`config.mk`:
```
export PLATFORM = sky130hd
export DESIGN_NAME = data_mem_responder
export DESIGN_NICKNAME = d
export VERILOG_FILES = /design/src/rtl/data_mem_responder.sv
export SDC_FILE = /design/constraint.sdc
export NUM_CORES = 2
export LEC_CHECK = 0
export BUFFER_PORTS_ARGS = -buffer_cell sky130_fd_sc_hd__buf_2
export CORE_ASPECT_RATIO = 0.5
export CORE_MARGIN = 5
export CORE_UTILIZATION = 46
export DETAILED_ROUTE_END_ITERATION = 8
export PLACE_DENSITY = 0.58
export SYNTH_ARGS = -nofsm -noshare
export SYNTH_HDL_FRONTEND = slang
export SYNTH_SLANG_ARGS = --single-unit
```
`constraint.sdc`:
```
create_clock -name clk -period 14.66 [get_ports clk]
set_input_delay 2.932 -clock clk [delete_from_list [all_inputs] [get_ports clk]]
set_output_delay 2.932 -clock clk [all_outputs]
set_load 0.02 [all_outputs]
```
`src/rtl/data_mem_responder.sv`:
```
// Doubleword-addressed data RAM behind a valid/ready request/response pair.
// Define DMEM_ALIGN_CHECK_EN to reject addresses that are not 8-byte aligned.
module data_mem_responder #(
    parameter int    DEPTH    = 32,
    parameter int    LATENCY  = 2,
    parameter string RAM_FILE = ""
) (
    input  logic        clk,
    input  logic        reset,
    input  logic        req_valid,
    output logic        req_ready,
    input  logic        req_write,
    input  logic [63:0] req_addr,
    input  logic [63:0] req_wdata,
    output logic        resp_valid,
    input  logic        resp_ready,
    output logic [63:0] resp_rdata,
    output logic        resp_error
);

    localparam int AW = $clog2(DEPTH);
    localparam logic [3:0] CNT_INIT = (LATENCY > 0) ? 4'(LATENCY - 1) : 4'd0;

`ifdef DMEM_ALIGN_CHECK_EN
    localparam bit ALIGN_CHECK = 1'b1;
`else
    localparam bit ALIGN_CHECK = 1'b0;
`endif

    typedef enum logic [1:0] {
        IDLE = 2'd0,
        WAIT = 2'd1,
        RESP = 2'd2
    } state_t;

    state_t state;
    state_t state_next;

    logic [3:0]    cnt;
    logic          lat_write;
    logic          lat_bad;
    logic [AW-1:0] lat_idx;
    logic [63:0]   lat_wdata;
    logic [63:0]   mem [DEPTH];

    logic          accept;
    logic          access;
    logic          req_bad;
    logic          acc_write;
    logic          acc_bad;
    logic [AW-1:0] acc_idx;
    logic [63:0]   acc_wdata;

    initial begin
        for (int i = 0; i < DEPTH; i++) mem[i] = '0;
    end

    // State register
    always_ff @(posedge clk) begin
        if (reset) state <= IDLE;
        else       state <= state_next;
    end

    // Next-state logic
    always_comb begin
        state_next = state;
        unique case (state)
            IDLE: if (req_valid)
                      state_next = (LATENCY == 0) ? RESP : WAIT;
            WAIT: if (cnt == 4'd0) state_next = RESP;
            RESP: if (resp_ready)  state_next = IDLE;
            default: state_next = IDLE;
        endcase
    end

    // Output logic
    always_comb begin
        req_ready  = (state == IDLE) && !reset;
        resp_valid = (state == RESP) && !reset;
    end

    always_comb begin
        req_bad = (|req_addr[63:AW+3]) ||
                  (ALIGN_CHECK && (req_addr[2:0] != 3'b000));
        accept  = (state == IDLE) && req_valid && !reset;
        access  = !reset &&
                  (((state == IDLE) && req_valid && (LATENCY == 0)) ||
                   ((state == WAIT) && (cnt == 4'd0)));
    end

    // Zero latency accesses straight from the request bus
    always_comb begin
        if (state == IDLE) begin
            acc_write = req_write;
            acc_bad   = req_bad;
            acc_idx   = req_addr[3 +: AW];
            acc_wdata = req_wdata;
        end else begin
            acc_write = lat_write;
            acc_bad   = lat_bad;
            acc_idx   = lat_idx;
            acc_wdata = lat_wdata;
        end
    end

    always_ff @(posedge clk) begin
        if (reset) begin
            cnt <= 4'd0;
        end else if (accept) begin
            cnt <= CNT_INIT;
        end else if ((state == WAIT) && (cnt != 4'd0)) begin
            cnt <= cnt - 4'd1;
        end
    end

    always_ff @(posedge clk) begin
        if (reset) begin
            lat_write <= 1'b0;
            lat_bad   <= 1'b0;
            lat_idx   <= '0;
            lat_wdata <= '0;
        end else if (accept) begin
            lat_write <= req_write;
            lat_bad   <= req_bad;
            lat_idx   <= req_addr[3 +: AW];
            lat_wdata <= req_wdata;
        end
    end

    always_ff @(posedge clk) begin
        if (reset) begin
            resp_rdata <= '0;
            resp_error <= 1'b0;
        end else if (access) begin
            resp_error <= acc_bad;
            resp_rdata <= (acc_bad || acc_write) ? 64'd0 : mem[acc_idx];
        end
    end

    // RAM is never touched by reset
    always_ff @(posedge clk) begin
        if (access && !acc_bad && acc_write) mem[acc_idx] <= acc_wdata;
    end

endmodule
```
==> After elaboration in Yosys (flattened, before gate mapping) <==
Memories as Yosys holds them, arrays and structs flattened.
Index checks and enable logic that the tools add are counted.
{ "classes": {"n_mux": 13, "reduce_logical": 19, "n_div": 0, "shift": 0, "n_addsub": 1, "bitwise": 0, "multipliers": 0, "n_eq_ne": 5, "order_cmp": 0} }
{ "op_table": {"columns": ["operator", "n"], "rows": [
  ["two-way mux 64 bit", 2],
  ["OR reduction 56 bit", 1],
  ["logical AND 1 bit", 9],
  ["two-way mux 1 bit", 6],
  ["two-way mux 2 bit", 3],
  ["one-hot mux 2 bit (3 select lines)", 1],
  ["two-way mux 5 bit", 1],
  ["logical NOT 4 bit", 1],
  ["!= test 2 bit, second input constant", 2],
  ["nonzero test 4 bit", 1],
  ["subtractor 4 x 1 -> 4 bit, second input constant", 1],
  ["AND reduction 3 bit", 1],
  ["equality test 2 x 1 -> 1 bit, second input constant", 1],
  ["equality test 2 bit, second input constant", 1],
  ["logical NOT 1 bit", 2],
  ["logical NOT 2 bit", 1],
  ["!= test 2 x 1 -> 1 bit, second input constant", 1],
  ["nonzero test 2 bit", 1],
  ["OR reduction 2 bit", 1],
  ["logical OR 1 bit", 1]
]} }
{ "totals": {"mem_count": 1, "ff_bits": 142, "mem_bits_rw": 2048, "latchBits": 0, "elab_cells": 48, "mem_bits_ro": 0, "output_inout_bits": 67, "input_bits": 133} }
{ "memory_table": {"columns": ["name", "words", "word_bits", "rd", "rd_ports_with_merged_regs", "wr", "line_no", "rtl"], "rows": [
  ["mem", 32, 64, 1, 0, 1, "44", "logic [63:0] mem [DEPTH];"]
]} }

==> Logic depth before layout (Yosys ltp) <==
{ "depth": {"word_depth": 7, "depth_mapped": 11, "ltp_nobuf": 7} }

==> Worst setup path after synthesis <==
Ideal clock, no wire load.
{ "synth_path": {"kind": "input -> register", "startpoint": "input req_addr[4]", "endpoint": "memory mem[0][0] (enable)", "t_arrival_ps": 6734, "path_buffers": 1, "required_time_ps": 14173, "path_slack_ps": 7439, "setup_time_ps": 487, "cell_stages": 5, "path_cell_list": "nor4_1 > a21o_1 > clkbuf_1 > nand2_1 > nor2_1"} }
{ "synth_between": {"elab_chain_cells": 1} }
{ "synth_lines": {"columns": ["element", "line_no", "rtl"], "rows": [
  ["start, declared", "13", "input logic [63:0] req_addr,"],
  ["two-way mux 5 bit", "93", "if (state == IDLE) begin"],
  ["end, declared", "44", null]
]} }
Every way passes these cells.

==> Worst setup path in the final report <==
{ "layout_path": {"startpoint": "input req_addr[4]", "endpoint": "memory mem[5][1] (enable)"} }
The elaborated chain is that of the path after synthesis.

==> impl_results.md <==
* Outcome: finished, final reports clean
* Worst R2R Path Depth at 9
* Post-cts sizing count at 0
* Placed cells at 7035
* Vias at 47425
* Final wirelength at 232800 um
* Area share of the largest cell type after synthesis at 78.12%
* Hold Crit Start: resp_rdata[43]
* Number of max-cap violations at 0
* Avg WL per Cell at 31.51 um
* P_leak at 27.85 nW
* Crit path from: req_addr[4]
* Highest Clock Rate at 0.1542 GHz
* VDD IR max at 0.1300 mV
* Rel. slew slack at 22.28%
* Area of the die at 180000 um2
* Layout area overhead at 12.39%
* Gr usage total at 25.33%
* Dominant cell type by area after synthesis: edfxtp_1
* Yosys Warn Count at 0
* Final count of hold timing violations at 0
* CP startpoint kind: input pin
* Setup repair bufs after CTS at 0
* H-tree levels at 4
* CTS Hold Bufs at 0
* I/O pin total at 200
* # port buffers at 196
* Most frequent cell after synthesis: edfxtp_1
* Placed wire-length estimate at 108200 um
* DR pass1 iterations at 7
* Post-route insts no fill at 7389
* Global route total overflow at 0
* Worst Max-Slew Pin Slew at 1.166 ns
* PwrDens at 150.0 nW/um2
* Slew Viols, Final at 0
* Clk Latency, worst-skew pair at 0.83 ns
* Remaining DRCs at 0
* DR iter-0 viols at 5910
* Seq/Total Area, Yosys at 81.73%
* Clock sink total at 2190
* Final Net Count at 5069
* Clock-pin slew on the worst setup and hold paths at 0.06 ns
* Synthesized instance count at 4758
* CTS buffer count at 187
* Worst Hold Path Cells at 2
* Row cnt at 107
* Final clock skew at 0.02919 ns
* Final worst-path cycle share at 44.24%
* Wire length of the first global-routing pass at 329100 um
* EDFF count, synth at 2048
* Post-route ant nets at 0
* Final setup vio count at 0
* Die H at 302.5 um
* Clk buf depth at 3
* Core region area at 170200 um2
* Hold Path Class: register to register
* CTS tree: done
* Mapped Area at 78720 um2
* Commonest cells in the netlist: edfxtp_1, o22ai_1, nand2_1, o21ai_0, o21ai_1
* CP arrival at 6.93 ns
* Antenna violations before repair at 4
* Die Width at 595.0 um
* Setup TNS Final at 0 ns
* CP required at 15.11 ns
* Crit. End Element: register
* GPL Wtd Cong at 0.7653
* CP max FO at 35
* Final worst path period need at 6.486 ns
* Crit path kind: input pin to register
* CTS Root Cell: clkbuf_16
* Utilization after layout at 52.00%
* Syn nets at 4892
* Worst r2r src: cnt[0]
* Library cells used by synthesis at 43
* Ys flop type: edfxtp_1
* Starting density of the core at 46.26%
* Avg Inst Size Synth at 16.55 um2
* Vias/cell at 6.418
* Largest cells by area after synthesis: edfxtp_1, o22ai_1, dfxtp_1, o21ai_0, nand2_1
* Unrepaired setup endpoints after global routing: no
* Layout cell share with drive strength beyond 1 at 12.46%
* Number of global-route vias before repair at 46317
* FFs w/ async S/R, synth at 0%
* Overall power at 13.27 mW
* Largest net degree at the start of global routing at 161
* Seq cells post-synth at 2190
==> metal layers <==
layer / global-route usage [%] / vias up / routed length (um)
met2: 39.99 / 2675 / 107700
met5: 0 / - / 32
met3: 5.275 / 381 / 23490
li1: - / 19866 / -
met1: 35.93 / 24499 / 95210
met4: 7.534 / 4 / 6377
==> state kept, by name, indices dropped and copies added (netlist names) <==
register    cells
cnt             4
resp_rdata     64
lat_bad         1
lat_wdata      64
mem          2048
lat_write       1
lat_idx         5
resp_error      1
state           2
==> power by group <==
group	switching [mW]	total [mW]	internal, mW
Sequential	0.0260	7.07	7.04
Combinational	0.895	1.16	0.268
Clock	2.22	5.04	2.82
==> layout make-up <==
type	count	area, um2
Antenna cell	3	7.507
Clock buffer	268	5373
Clock inverter	83	814.5
Fill cell	13523	81680
Inverter	3	11.26
Multi-Input combinational cell	2248	13170
Sequential cell	2190	64340
Tap cell	2289	2864
Timing Repair Buffer	305	1899
==> layout by cell type (no fill, tap or decap), types with 24 or more instances in the layout <==
master and instances:
o21ai_0 322, nand2_1 335, nand3_1 70, nor2_4 33, clkbuf_8 24, o31ai_1 62, o21ai_1 186, a22o_1 78
edfxtp_1 2048, dfxtp_1 142, clkinv_2 30, clkbuf_1 50, nand4_1 65, clkinv_1 27, buf_4 101, buf_2 196
o22ai_1 1012, clkbuf_16 194
==> path summary, 6_finish.rpt <==
check	to	slack, ns
max	mem[5][1]	8.17
max reg2reg	mem[16][29]	9.38
min	resp_rdata[43]	0.45
min reg2reg	resp_rdata[43]	0.45
==> per-stage QoR <==
| step | hold WS [ns] | setup WS [ns] | area [um2] |
|---|---|---|---|
| CTS | 0.4549 | 8.174 | 88470 |
| detailed placement | 0.4399 | 7.423 | 82280 |
| global route | 0.4696 | 8.115 | 88470 |
| floorplan | 0.4423 | 7.439 | 78720 |
| global placement | 0.4437 | 7.422 | 82280 |
| finish | 0.4506 | 8.174 | 88480 |
==> worst max-delay path: stages <==
cell and delay [ns]:
buf_2 0.12, nand2b_1 0.18, mux2i_1 0.74, nand2_1 0.73, nor2_4 0.72, buf_4 0.85, buf_4 0.56
==> cell families after synthesis <==
family / after synthesis / synth area share [%]
flops: 2190 / 81.73
compound gates: 1682 / 12.95
simple gates: 554 / 3.153
buf+inv: 320 / 1.996
mux: 8 / 0.1224
xor+xnor: 3 / 0.03338
fa+ha+maj: 1 / 0.01589
Power figures use the tool's default switching activity.
